==> config.mk <==
export PLATFORM = sky130hd
export DESIGN_NAME = ddr_wr_arb_4ch
export DESIGN_NICKNAME = d
export VERILOG_FILES = /design/src/rtl/ddr_wr_arb_4ch.sv
export SDC_FILE = /design/constraint.sdc
export NUM_CORES = 1
export LEC_CHECK = 0
export CORE_AREA = 3 3 342 344
export DETAILED_ROUTE_END_ITERATION = 8
export DIE_AREA = 0 0 345 347
export DONT_BUFFER_PORTS = 1
export PLACE_DENSITY = 0.3
export SYNTH_ARGS = -nofsm -noshare
export SYNTH_HDL_FRONTEND = slang
export SYNTH_SLANG_ARGS = --single-unit
==> constraint.sdc <==
create_clock -name ddr_clk -period 6.9 [get_ports ddr_clk]
set_clock_uncertainty 0.1 [all_clocks]
set_input_delay 1.035 -clock ddr_clk [delete_from_list [all_inputs] [get_ports ddr_clk]]
set_output_delay 1.035 -clock ddr_clk [all_outputs]
set_load 0.05 [all_outputs]
==> src/rtl/ddr_wr_arb_4ch.sv <==
// ddr_wr_arb_4ch: round-robin write arbiter granting one of four line buffers a full DDR burst at a time.
// Optional ARB_TIMEOUT_EN adds a grant-to-wdone watchdog that aborts a stalled burst.
module ddr_wr_arb_4ch #(
  parameter int ADDR_WIDTH  = 27,
  parameter int DQ_WIDTH    = 16,
  parameter int LEN_WIDTH   = 16,
  parameter int TIMEOUT_CYC = 4096
) (
  input  logic                      ddr_clk,
  input  logic                      ddr_rstn,
  input  logic [3:0]                ch_wreq,
  input  logic [4*ADDR_WIDTH-1:0]   ch_waddr,
  input  logic [4*LEN_WIDTH-1:0]    ch_wr_len,
  input  logic [4*8*DQ_WIDTH-1:0]   ch_wdata,
  output logic [3:0]                ch_wrdy,
  output logic [3:0]                ch_wdata_req,
  output logic [3:0]                ch_wdone,
  output logic                      ddr_wreq,
  output logic [ADDR_WIDTH-1:0]     ddr_waddr,
  output logic [LEN_WIDTH-1:0]      ddr_wr_len,
  input  logic                      ddr_wrdy,
  input  logic                      ddr_wdata_req,
  input  logic                      ddr_wdone,
  output logic [8*DQ_WIDTH-1:0]     ddr_wdata,
  output logic [1:0]                gnt_id,
  output logic                      arb_busy,
  output logic                      timeout_err
);
  localparam int DW = 8 * DQ_WIDTH;
  typedef enum logic [1:0] {IDLE, REQ, DATA} state_t;
  state_t state, state_nx;
  logic [1:0] rr_ptr, off, pick;
  logic [7:0] req2;
  logic [3:0] rot;
  logic grant, abort;
  // Rotate requests so the search always starts at bit 0 = rr_ptr
  assign req2  = {ch_wreq, ch_wreq};
  assign rot   = req2[rr_ptr +: 4];
  assign off   = rot[0] ? 2'd0 : rot[1] ? 2'd1 : rot[2] ? 2'd2 : 2'd3;
  assign pick  = rr_ptr + off;
  assign grant = (state == IDLE) && (|ch_wreq);
  always_comb begin
    state_nx = state;
    case (state)
      IDLE:    state_nx = (|ch_wreq) ? REQ : IDLE;
      REQ:     state_nx = ddr_wdata_req ? DATA : REQ;
      DATA:    state_nx = ddr_wdone ? IDLE : DATA;
      default: state_nx = IDLE;
    endcase
    if (abort) state_nx = IDLE;
  end
  always_ff @(posedge ddr_clk or negedge ddr_rstn)
    if (!ddr_rstn) begin
      state      <= IDLE;
      rr_ptr     <= '0;
      gnt_id     <= '0;
      ddr_wreq   <= 1'b0;
      ddr_waddr  <= '0;
      ddr_wr_len <= '0;
    end else begin
      state    <= state_nx;
      ddr_wreq <= (state_nx == REQ);
      if (state != IDLE && state_nx == IDLE) rr_ptr <= gnt_id + 2'd1;
      if (grant) begin
        gnt_id     <= pick;
        ddr_waddr  <= ch_waddr[ADDR_WIDTH*int'(pick) +: ADDR_WIDTH];
        ddr_wr_len <= ch_wr_len[LEN_WIDTH*int'(pick) +: LEN_WIDTH];
      end
    end
  // Controller handshakes reach only the granted buffer, with zero latency
  always_comb begin
    ch_wrdy              = '0;
    ch_wdata_req         = '0;
    ch_wdone             = '0;
    ch_wrdy[gnt_id]      = ddr_wrdy & (state != IDLE);
    ch_wdata_req[gnt_id] = ddr_wdata_req & (state != IDLE);
    ch_wdone[gnt_id]     = ddr_wdone & (state == DATA);
  end
  assign ddr_wdata = ch_wdata[DW*int'(gnt_id) +: DW];
  assign arb_busy  = (state != IDLE);
`ifdef ARB_TIMEOUT_EN
  logic [15:0] tcnt;
  assign abort = (state != IDLE) && (tcnt == 16'(TIMEOUT_CYC - 1)) && !((state == DATA) && ddr_wdone);
  always_ff @(posedge ddr_clk or negedge ddr_rstn)
    if (!ddr_rstn) begin
      tcnt        <= '0;
      timeout_err <= 1'b0;
    end else begin
      tcnt        <= grant ? '0 : (state != IDLE) ? tcnt + 16'd1 : tcnt;
      timeout_err <= abort;
    end
`else
  assign abort       = 1'b0;
  assign timeout_err = 1'b0;
`endif
endmodule

==> results.ini, run 1 <==
[setup_path]
critPathMaxFanout = 39
crit-reg2reg-launch = rr_ptr[1]$_DFFE_PN0P_
arrival_ns = 2.93
rrSetupSlack_ns = 3.21
start_kind = register
slowest_delay_ns = 0.89
reg2reg_to = ddr_waddr[2]$_DFFE_PN0P_
required_ns = 5.76
endpoint_kind = output port
cp_cell_sequence = buf_4 > mux4_2
path_class = reg -> out
r2r_cells = 9
cpMaxStageDelayCell = dfrtp_4

[clock_network]
cts_tree = built
numCtsBuffers = 5
postCtsSetupBuffers = 0
ctsHoldBuffers = 0
clk_latency_ns = 0.33
cts-resized-gates = 0
clockRootBuffer = clkbuf_16
clock_sinks = 50
cts_buffer_depth = 2
htreeDepth = 2
clkTransAtPathRegs_ns = 0.09

[synthesis]
yosysTopAreaCell = mux4_2
avgSynthCellArea_um2 = 12.68
yosysMostFrequentCell = mux4_2
seq_area_frac_synth_pct = 19.54
ys_warn_count = 0
syn_inst = 505
syn_area_um2 = 6402
ys_ff_latch = 50
syn_nets = 1203
synth_area_leaders = mux4_2 (45%), dfrtp_1 (20%), mux2i_1 (6.1%), o2111ai_1 (5.3%), nand2b_1 (4.0%)
async_flop_share_pct = 100.0
synth_top_area_share_pct = 45.03
synthFlopType = dfrtp_1
synth_cell_types = 33
yosys-top-cells-count = mux4_2 (128), dfrtp_1 (50), nand2_1 (42)
synth_edf_count = 0

[sta]
setup-tns-final_ns = 0
max_slew_margin_pct = 30.13
finalHoldViolations = 0
worst_pin_slew_ns = 1.048
max_freq_mhz = 246.3
finalCritPeriodShare_pct = 58.84
setup_viol = 0
rsz0062_at_grt = false
min_period_ns = 4.060
final_max_slew_viol_count = 0

[grt]
grt_pass1_wl_um = 93210
grt_usage_pct = 12.55
antenna_found_initial = 106
grt_pass1_vias = 5995
grt_max_degree = 115
grt.overflow.total = 0

[pwr]
p_leak_uw = 0.002267
power.density_nw_per_um2 = 781.5
vdd_drop_max_uv = 287.8

[drt]
via_per_inst = 3.025
avgRoutedWirePerCell_um = 39.71
drtPass1Iterations = 5
dr.first_iter.drc_count = 607
drc = 0
routed-via-count = 6087
routed_wl_um = 79900
drtAntennaViolNets = 0

[final_layout]
area_delta_synth_final_pct = 31.07
drive_above_1_share_pct = 34.14
final_nets = 1151
multi_input_area_um2 = 4857
seqCellArea_um2 = 1259
postLayoutCoreUtil_pct = 7.349
nFillCells = 13436

[die]
num_rows = 124
die-area_um2 = 119700
initial_core_util_pct = 5.607
fp.dieH_um = 347
io-pin-count = 881
core_area_um2 = 114200
die_w_um = 345

[placement]
numPortBuffers = 0
place_congestion = 0.9829
hpwl_um = 73250

[hold_path]
hp-class = in -> async

[run_status]
outcome = complete, no violations

[flow_run]
drv_cap = 0

cell families after synthesis:
| logic type | share of synthesized area [%] |
|---|---|
| AOI/OAI and AO/OA | 12.35 |
| adders and majority gates | 0.9771 |
| muxes | 53.82 |
| DFF | 19.54 |
| and+or+nand+nor | 8.071 |
| buffers and inverters | 5.042 |
| other | 0.05857 |
| xor gates and xnor gates | 0.1368 |
through the flow:
step                      hold WS (ns)  instances  setup WS, ns  power, µW  instance area [µm²]
after global placement          0.4939       1958         2.598       6474                 8123
final                           0.2911       2012         2.840       6558                 8392
after floorplan                 0.4479        505         3.603       4762                 6402
after detailed placement        0.4996       1958         2.658       6476                 8123
after CTS                       0.2539       1966         2.690       6811                 8277
after global routing            0.2542       1979         2.613       6918                 8309
cells in the final DEF, fill, tap and decap left out:
cell type,n
nand2b_1,41
o311ai_1,29
xnor2_2,1
a21o_1,1
ha_1,4
mux4_2,128
mux2_1,1
inv_8,1
nand2_1,42
buf_12,2
a311oi_1,1
mux2_2,5
clkbuf_16,5
o311ai_0,10
inv_1,8
conb_1,1
mux2i_1,39
a32oi_1,1
and3_1,8
o21ai_0,8
buf_4,6
nor2b_1,1
dfrtp_1,48
o22ai_1,1
and2_1,4
or2_1,1
a21oi_1,2
dfrtp_4,2
nor2_1,4
diode_2,46
a222oi_1,1
o2111ai_1,39
a21o_2,1
clkinv_4,2
ha_4,1
a21oi_4,1
mux4_1,4
sequential cells by signal (all words and copies together) (netlist names):
| name | count |
|---|---|
| ddr_wreq | 1 |
| rr_ptr | 2 |
| ddr_waddr | 27 |
| state | 2 |
| gnt_id | 2 |
| ddr_wr_len | 16 |
critical path: cells and delay by family (launching register included):
| kind | cells | cell delay [ns] |
|---|---|---|
| buffers and inverters | 1 | 0.79 |
| flip-flops | 1 | 0.89 |
| multiplexers | 1 | 0.84 |
final cells by class:
class	instances	share of cell area, %
Antenna cell	46	1.372
Clock inverter	3	0.3429
Timing Repair Buffer	8	1.014
Clock buffer	5	1.491
Sequential cell	50	15.00
Tap cell	1512	22.54
Inverter	8	0.3578
Multi-Input combinational cell	380	57.88
metal layers:
layer	global-route usage [%]	vias to the layer above	share of wire (%)
met5	0	-	0.20
met4	2.682	26	3.0
met3	8.566	144	16
met2	23.00	754	51
met1	11.33	3049	30
li1	-	2114	-
how the worst max path moves through the flow:
| stage | start | to | slack (ns) | cells after the start |
|---|---|---|---|---|
| 2_1_floorplan | ch_wreq[2] | ddr_waddr[10]$_DFFE_PN0P_ | 3.60 | 12 |
| 3_3_place_gp | ch_wreq[2] | ddr_waddr[2]$_DFFE_PN0P_ | 2.60 | 9 |
| 3_5_place_dp | ch_wreq[2] | ddr_waddr[2]$_DFFE_PN0P_ | 2.66 | 9 |
| 4_1_cts | gnt_id[0]$_DFFE_PN0P_ | ddr_wdata[34] | 2.69 | 2 |
| 5_1_grt | gnt_id[0]$_DFFE_PN0P_ | ch_wdata_req[0] | 2.61 | 4 |
| 6_report | gnt_id[0]$_DFFE_PN0P_ | ddr_wdata[88] | 2.84 | 2 |
power by group:
part / internal (µW) / total (µW) / switching (µW)
clock: 139 / 285 / 146
combinational: 1240 / 5130 / 3890
sequential: 449 / 1140 / 693
No activity file was read; power rests on OpenSTA's default activity.
==> inputs of run 2 (changes only) <==
clock period = 3.4 ns   (was 6.9 ns; I/O delays follow)
==> run 2 against run 1 <==
Non-clock buffer count up 15. Critical path type is now reg -> reg. Global-route usage grew 0.89 points. Total power rose by 110%. Register-to-register slack lost 3.0 ns. Cell count grew 0.75%.
==> results.ini, run 2 (synthesis results as in run 1) <==
[sta]
worst_pin_slew_ns = 0.7218  ; -0.3262 ns
rsz0062_at_grt = false
timing.final.ws_setup_ns = 0.2345  ; -2.605 ns
setup_viol = 0  ; unchanged
finalCritPeriodShare_pct = 93.10
max_slew_margin_pct = 51.64  ; +22 points
max_freq_mhz = 315.9
min_period_ns = 3.166
finalHoldViolations = 0  ; unchanged
final_max_slew_viol_count = 0  ; unchanged

[drt]
drtPass1Iterations = 5  ; unchanged
routed-via-count = 6422  ; +5.5%
avgRoutedWirePerCell_um = 42.06  ; +5.9%
dr.first_iter.drc_count = 627  ; +3.3%
via_per_inst = 3.168  ; +4.7%
drtAntennaViolNets = 0  ; unchanged
drc = 0  ; unchanged
routed_wl_um = 85260  ; +6.7%

[clock_network]
ctsHoldBuffers = 2  ; +2
cts_buffer_depth = 2  ; unchanged
clockRootBuffer = clkbuf_16
postCtsSetupBuffers = 0  ; unchanged
cts-resized-gates = 0  ; unchanged
clkTransAtPathRegs_ns = 0.09  ; about the same
clk_latency_ns = 0.32  ; about the same
numCtsBuffers = 5  ; unchanged
cts_tree = built
clock_sinks = 50  ; unchanged
htreeDepth = 2  ; unchanged

[hold_path]
hold_depth = 1
hp-class = in -> reg

[die]
num_rows = 124  ; unchanged
die-area_um2 = 119700  ; unchanged
die_w_um = 345  ; unchanged
core_area_um2 = 114200  ; unchanged
initial_core_util_pct = 5.607  ; unchanged
fp.dieH_um = 347  ; unchanged
io-pin-count = 881  ; unchanged

[setup_path]
required_ns = 3.51  ; -2.25 ns
cpMaxStageDelayCell = xnor2_2
path_class = reg -> reg
cp_num_buf_inv = 2  ; +1
path_depth = 10  ; +8
critPathMaxFanout = 79  ; +100%
start_kind = register
arrival_ns = 3.28  ; +0.35 ns
critPathTopFamily = compound AO/OA/AOI/OAI gates
r2r_cells = 10  ; +1
crit_top_cell = a21oi_1
endpoint_kind = register
cp_cell_sequence = inv_1 > a21oi_1 > nor2_1 > a311oi_1 > a21oi_1 > ha_4 > xnor2_2 > buf_12 > o2111ai_1 > o311ai_1
slowest_delay_ns = 0.58  ; -0.31 ns

[run_status]
outcome = complete, no violations

[pwr]
p_leak_uw = 0.002375  ; +4.8%
vdd_drop_max_uv = 592.4  ; +110%
power.density_nw_per_um2 = 1579  ; +100%
p_total_uw = 13580  ; +110%

[final_layout]
drive_above_1_share_pct = 36.03  ; +1.9 points
final_area_um2 = 8602  ; +2.5%
largest_register = ddr_waddr
reg_top3 = ddr_waddr (27), ddr_wr_len (16)
nFillCells = 13402  ; -0.25%
final_nets = 1166  ; +1.3%
final_common_cell = mux4_2
largest_reg_flops = 27  ; unchanged
fin_cells = 2027  ; +0.75%
area_delta_synth_final_pct = 34.36
most-common-layout-cells = mux4_2 (128), dfrtp_1 (48), nand2_1 (42)
postLayoutCoreUtil_pct = 7.533  ; +0.18 points

[grt]
grt_pass1_wl_um = 99330  ; +6.6%
grt_usage_pct = 13.44  ; +0.89 points
grt_pass1_vias = 6077  ; +1.4%
grt.overflow.total = 0  ; unchanged
grt_max_degree = 83  ; -28%
antenna_found_initial = 145  ; +37%

[flow_run]
drv_cap = 0  ; unchanged

[placement]
dp_cells = 1971  ; +0.66%
place_ws_ns = 0.1801  ; -2.478 ns
hpwl_um = 78180  ; +6.7%
place_congestion = 0.9836  ; about the same
place_area_um2 = 8295  ; +2.1%
numPortBuffers = 0  ; unchanged

-- run 2: worst paths after layout --
check	from	to	slack [ns]
max	rr_ptr[1]$_DFFE_PN0P_	ddr_waddr[17]$_DFFE_PN0P_	0.23
min	ddr_wdone	state[1]$_DFF_PN0_	0.17
max reg2reg	rr_ptr[1]$_DFFE_PN0P_	ddr_waddr[17]$_DFFE_PN0P_	0.23
min reg2reg	state[1]$_DFF_PN0_	state[1]$_DFF_PN0_	0.52
max in group asynchronous	ddr_rstn	gnt_id[1]$_DFFE_PN0P_	2.27
min in group asynchronous	ddr_rstn	ddr_wr_len[15]$_DFFE_PN0P_	0.58
-- run 2: area by class of cell --
| type | count | area (µm²) | area share (%) |
|---|---|---|---|
| Timing Repair Buffer | 23 | 295.3 | 3.433 |
| Clock inverter | 3 | 28.78 | 0.3345 |
| Antenna cell | 46 | 115.1 | 1.338 |
| Inverter | 8 | 30.03 | 0.3491 |
| Sequential cell | 50 | 1259 | 14.63 |
| Tap cell | 1512 | 1892 | 21.99 |
| Clock buffer | 5 | 125.1 | 1.455 |
| Multi-Input combinational cell | 380 | 4857 | 56.47 |
-- run 2: per-stage QoR --
| stage | hold slack (ns) | TNS (ns) |
|---|---|---|
| floorplan | 0.1144 | 0 |
| global placement | 0.1167 | -0.1121 |
| detailed placement | 0.1163 | 0 |
| CTS | 0.1396 | 0 |
| global route | 0.1430 | 0 |
| finish | 0.1723 | 0 |
-- run 2: routing by layer --
layer / vias up / track usage, % / share of wire [%]
li1: 2157 / - / -
met3: 235 / 7.929 / 14
met5: - / 0.7849 / 0.41
met1: 3182 / 12.79 / 32
met2: 808 / 24.89 / 51
met4: 40 / 2.455 / 3.2
-- run 2: power by group --
group / switching [µW] / total [µW] / internal (µW)
registers: 1370 / 2280 / 911
clock network: 303 / 586 / 283
logic: 7980 / 10700 / 2730
==> inputs of run 3 (changes only) <==
--- a/config.mk
+++ b/config.mk
@@ -11,2 +11,3 @@
 export DONT_BUFFER_PORTS = 1
+export HOLD_SLACK_MARGIN = 0.12
 export PLACE_DENSITY = 0.3
--- a/constraint.sdc
+++ b/constraint.sdc
@@ -4,2 +4,2 @@
 set_output_delay 0.51 -clock ddr_clk [all_outputs]
-set_load 0.05 [all_outputs]
+set_load 0.02 [all_outputs]
==> run 3 against run 2 <==
Combinational power is 18% lower. Sequential share of layout area up 0.056 points. Hold slack got worse by 0.011 ns. Design area down 0.38%. Total power shrank 20%. Largest cell class unchanged. Routed wire length down 4.6%. First-iteration DRC count is 3.3% lower. Sequential power down 31%. Setup slack improved by 0.27 ns. Utilization hardly changed. Clock power fell by 2%.
==> results.ini, run 3 (synthesis results as in run 1) <==
[final_layout]
final_area_um2 = 8569  ; -0.38%
drive_above_1_share_pct = 35.21  ; -0.83 points
area_delta_synth_final_pct = 33.85
most-common-layout-cells = mux4_2 (128), dfrtp_1 (48), nand2_1 (42)
final_nets = 1160  ; -0.51%
postLayoutCoreUtil_pct = 7.505  ; -0.028 points
reg_top3 = ddr_waddr (27), ddr_wr_len (16)
final_common_cell = mux4_2
nFillCells = 13439  ; +0.28%
largest_register = ddr_waddr
largest_reg_flops = 27  ; unchanged

[hold_path]
hp-class = in -> reg

[sta]
max_slew_margin_pct = 38.73  ; -13 points
max_freq_mhz = 345.0  ; +9.2%
finalCritPeriodShare_pct = 85.25  ; -7.8 points
finalHoldViolations = 0  ; unchanged
min_period_ns = 2.899  ; -0.2668 ns
final_max_slew_viol_count = 0  ; unchanged
setup_viol = 0  ; unchanged
hold_slack_ns = 0.1615  ; -0.01080 ns
worst_pin_slew_ns = 0.9157  ; +0.1939 ns
rsz0062_at_grt = false
setup-tns-final_ns = 0  ; unchanged

[setup_path]
start_kind = register
path_depth = 2  ; -8
critPathTopFamily = multiplexers
arrival_ns = 2.29  ; -0.99 ns
rrSetupSlack_ns = 0.55  ; +0.32 ns
slowest_delay_ns = 0.81  ; +0.23 ns
cpMaxStageDelayCell = mux4_2
cp_cell_sequence = buf_12 > mux4_2
reg2reg_to = ddr_waddr[19]$_DFFE_PN0P_
path_class = reg -> out
endpoint = ddr_wdata[20]
cp_num_buf_inv = 1  ; -1
r2r_cells = 10  ; unchanged
endpoint_kind = output port
critPathMaxFanout = 72  ; -8.9%
startpoint = gnt_id[0]$_DFFE_PN0P_
required_ns = 2.79  ; -0.72 ns
crit-reg2reg-launch = rr_ptr[1]$_DFFE_PN0P_

[pwr]
power.density_nw_per_um2 = 1275  ; -19%
vdd_drop_max_uv = 596.5  ; +0.71%
p_seq_share_pct = 14.5  ; -2.3 points
pwr-share-clk_pct = 5.2  ; +0.9 points
p_total_uw = 10930  ; -20%
swShare_pct = 64.23  ; -6.9 points
p_int_uw = 3909  ; -0.42%
p_leak_uw = 0.002337  ; -1.6%
power_switching_uw = 7019  ; -27%
pwr-share-comb_pct = 80.3  ; +1.4 points

[die]
initial_core_util_pct = 5.607  ; unchanged
io-pin-count = 881  ; unchanged
num_rows = 124  ; unchanged
core_area_um2 = 114200  ; unchanged
fp.dieH_um = 347  ; unchanged
die_w_um = 345  ; unchanged
die-area_um2 = 119700  ; unchanged

[clock_network]
cts_buffer_depth = 2  ; unchanged
htreeDepth = 2  ; unchanged
numCtsBuffers = 5  ; unchanged
clkTransAtPathRegs_ns = 0.09  ; about the same
clk_latency_ns = 0.32  ; about the same
cts_tree = built
cts-resized-gates = 0  ; unchanged
clockRootBuffer = clkbuf_16
clock_sinks = 50  ; unchanged

[drt]
drtPass1Iterations = 5  ; unchanged
routed_wl_um = 81350  ; -4.6%
avgRoutedWirePerCell_um = 40.03  ; -4.8%
drtAntennaViolNets = 0  ; unchanged
routed-via-count = 6240  ; -2.8%
via_per_inst = 3.071  ; -3.1%
dr.first_iter.drc_count = 606  ; -3.3%
drc = 0  ; unchanged

[placement]
place_area_um2 = 8238  ; -0.69%
place_congestion = 0.9722  ; -1.2%
hpwl_um = 74690  ; -4.5%
numPortBuffers = 0  ; unchanged

[run_status]
outcome = complete, no violations

[grt]
grt_pass1_wl_um = 94220  ; -5.1%
grt_pass1_vias = 5986  ; -1.5%
antenna_found_initial = 119  ; -18%
grt.overflow.total = 0  ; unchanged
grt_max_degree = 88  ; +6.0%
grt_usage_pct = 12.74  ; -0.70 points

[flow_run]
drv_cap = 0  ; unchanged

-- run 3: cell types whose count changed in the layout (fill, tap and decap cells not counted), sizes merged --
cell	change
buf	-6
inv	-1
clkbuf	+1
clkinv	-1
diode	+11
clkinvlp	+1
-- run 3: layout make-up --
class	instances	area, µm²	area share (%)
inverter	8	30.03	0.3504
sequential	50	1259	14.69
clock buffer	6	138.9	1.621
tap	1512	1892	22.08
timing repair buffer	17	237.7	2.774
antenna	57	142.6	1.664
clock inverter	2	12.51	0.1460
multi-input combinational	380	4857	56.68
-- run 3: how the worst min path moves through the flow --
| stage | to | slack, ns | cells past startpoint | from |
|---|---|---|---|---|
| 6_report | state[1]$_DFF_PN0_ | 0.16 | 1 | ddr_wdone |
| 2_1_floorplan | ddr_waddr[0]$_DFFE_PN0P_ | 0.11 | 0 | ddr_rstn |
| 3_3_place_gp | ddr_wr_len[15]$_DFFE_PN0P_ | 0.12 | 0 | ddr_rstn |
| 3_5_place_dp | ddr_wr_len[1]$_DFFE_PN0P_ | 0.12 | 0 | ddr_rstn |
| 4_1_cts | state[1]$_DFF_PN0_ | 0.13 | 1 | ddr_wdone |
| 5_1_grt | state[1]$_DFF_PN0_ | 0.15 | 1 | ddr_wdone |
-- run 3: timing repair --
item                      4_1_cts  5_1_grt
hold buffers                    2        0
hold endpoints to repair       50        0
buffers inserted                0        0
-- run 3: metrics by stage --
step	setup slack, ns	instances
final	0.5013	2032
after floorplan	0.6280	505
after detailed placement	0.5873	1965
after global placement	0.5582	1965
after CTS	0.4280	1975
after global routing	0.4005	1996
-- run 3: power by group through the flow --
stage | logic, µW | registers, µW | clock network [µW]
2_1_floorplan | 5600 | 1430 | 0
4_1_cts | 9160 | 1600 | 625
3_5_place_dp | 9080 | 1600 | 0
5_1_grt | 9340 | 1610 | 638
3_3_place_gp | 9050 | 1610 | 0
6_report | 8780 | 1580 | 573
-- run 3: routing by layer --
| layer | share of wire [%] | global-route usage (%) | vias up |
|---|---|---|---|
| met5 | 0.27 | 0 | - |
| met4 | 3.0 | 3.134 | 32 |
| met2 | 51 | 22.99 | 763 |
| li1 | - | - | 2145 |
| met1 | 30 | 11.69 | 3129 |
| met3 | 16 | 8.614 | 171 |
==> variant, RTL diff (config.mk and constraints of run 2) <==
The option `ARB_TIMEOUT_EN` is turned on by a define.
--- a/src/rtl/ddr_wr_arb_4ch.sv
+++ b/src/rtl/ddr_wr_arb_4ch.sv
@@ -1,4 +1,6 @@
 // ddr_wr_arb_4ch: round-robin write arbiter granting one of four line buffers a full DDR burst at a time.
 // Optional ARB_TIMEOUT_EN adds a grant-to-wdone watchdog that aborts a stalled burst.
+`define ARB_TIMEOUT_EN
+
 module ddr_wr_arb_4ch #(
   parameter int ADDR_WIDTH  = 27,
Check against the original RTL: not settled (the Yosys comparison gave no result); the edit may change what the design does.
==> variant against run 2 <==
- die area stayed put
- sequential cell count is 17 higher
- final cell count is 6.6% higher
- global-route usage is 0.74 points lower
- cell area is 16% higher
- sequential power is 10% higher
- critical path depth is 2 lower
- first-iteration DRC count is 2.6% lower
- highest routed layer unchanged
- wire length is 5.7% lower
- area after synthesis is 15% higher
- total power is 7.2% higher
- worst setup slack worse by 0.028 ns
- largest power group unchanged
- largest cell class unchanged
==> variant: results (changes against run 2) <==
{| class="wikitable"
! Metric !! Value
|-
| Status || finished clean
|-
| Clock network share of area || 3.09% (+1.3 points)
|-
| Sequential element share of the synthesized area || 22.7% (+3.2 points)
|-
| Area occupied by registers || 1680 um2 (+34%)
|-
| Placed Instance Area || 9540 um2 (+15%)
|-
| Placed Instances || 2096 (+6.3%)
|-
| Leakage power figure || 3.26 nW (+37%)
|-
| Initial antenna violation count || 124 (-14%)
|-
| Count of buffers not belonging to the clock network in the layout || 46 (+100%)
|-
| Total number of H-tree levels || 3 (+1)
|-
| Inverter count || 7 (-1)
|-
| Setup slack at placement || 0.221 ns (+0.0411 ns)
|-
| Vias/cell || 3.26 (+3.0%)
|-
| Count of sequential standard cells || 67 (+34%)
|-
| Number of buffers inserted during clock tree synthesis || 9 (+4)
|-
| Average instance area after synthesis || 12.1 um2 (-4.2%)
|-
| Number of global-route vias before repair || 6666 (+9.7%)
|-
| WP data arrival || 3.34 ns (+0.06 ns)
|-
| Half-perimeter wire length after placement || 74.2 mm (-5.1%)
|-
| Nets@finish || 1296 (+11%)
|-
| Highest net fanout along the worst path || 42 (-47%)
|-
| CTS clk-pin slew, worst paths || 0.07 ns (-0.02 ns)
|-
| Layout multi-input combinational cell count || 466 (+23%)
|-
| Max stage delay cell, worst path || sky130_fd_sc_hd__ha_4
|-
| Maximum vdd ir drop || 0.818 mV (+38%)
|-
| Share of final layout cell area taken by non-clock buffers || 6.18% (+2.7 points)
|-
| Largest regs || ddr_waddr: 27 flops, ddr_wr_len: 16 flops, tcnt: 16 flops
|-
| Synth cell count leaders || sky130_fd_sc_hd__mux4_2, sky130_fd_sc_hd__mux2i_1, sky130_fd_sc_hd__dfrtp_1, sky130_fd_sc_hd__nor2_1, sky130_fd_sc_hd__nor3_1
|-
| Core Util, Final || 8.76% (+1.2 points)
|-
| Global-route wire length before repair || 95.1 mm (-4.3%)
|-
| DRC marker count from the first detailed-route iteration || 611 (-2.6%)
|-
| Per-cell routed wire length || 37.2 um (-12%)
|-
| Leading cell types by total area after synthesis || sky130_fd_sc_hd__mux4_2, sky130_fd_sc_hd__dfrtp_1, sky130_fd_sc_hd__mux2i_1, sky130_fd_sc_hd__a221o_1, sky130_fd_sc_hd__nor3_1
|-
| Relative slew margins || 56.2% (+4.6 points)
|-
| Share of layout cells above drive strength 1 || 32.7% (-3.3 points)
|-
| Net count after synthesis || 1307 (+8.6%)
|-
| RD Place Congestion || 1.06 (+7.5%)
|-
| Yosys cell types || 39 (+18%)
|-
| Final-layout fill cell count || 13300 (-0.83%)
|-
| Overall fraction of global-route tracks in use || 12.7% (-0.74 points)
|-
| Share of cell area taken by multi-input logic gates || 53.6% (-2.9 points)
|-
| Internal Dissipation || 5.06 mW (+29%)
|}
-- variant: path summary, 6_finish.rpt --
| path | start | to | slack, ns | depth (start not counted) |
|---|---|---|---|---|
| min | ddr_wdata_req | state[0]$_DFF_PN0_ | 0.15 | 1 |
| min reg2reg | tcnt[9]$_DFFE_PN0P_ | tcnt[9]$_DFFE_PN0P_ | 0.37 | 1 |
| max | rr_ptr[0]$_DFFE_PN0P_ | ddr_waddr[9]$_DFFE_PN0N_ | 0.21 | 8 |
| max in group asynchronous | ddr_rstn | gnt_id[0]$_DFFE_PN0N_ | 2.26 | 2 |
| max reg2reg | rr_ptr[0]$_DFFE_PN0P_ | ddr_waddr[9]$_DFFE_PN0N_ | 0.21 | 8 |
| min in group asynchronous | ddr_rstn | ddr_waddr[24]$_DFFE_PN0N_ | 0.56 | 2 |
-- variant: power by group through the flow --
stage | clock [mW] | combinational, mW | sequential (mW)
after global routing | 1.11 | 11.6 | 2.57
after CTS | 1.09 | 11.4 | 2.54
after detailed placement | 0 | 11.4 | 2.54
after global placement | 0 | 11.3 | 2.56
final | 1.02 | 11.0 | 2.51
after floorplan | 0 | 8.05 | 2.23
-- variant: layer usage --
layer	GRT usage (%)	part of all wire, %
met1	9.38	25
met2	24.7	54
met3	8.86	15
met4	5.01	5.1
met5	0	0.52
-- variant: cell families after synthesis --
| family | Yosys count | synth area share [%] |
|---|---|---|
| buffers and inverters | 75 | 4.93 |
| multiplexers | 224 | 52.1 |
| AO/OA/AOI/OAI | 70 | 8.20 |
| XOR/XNOR | 1 | 0.119 |
| AND/OR/NAND/NOR | 165 | 10.9 |
| adder cells (fa/ha/maj) | 6 | 1.02 |
| flip-flops | 67 | 22.7 |
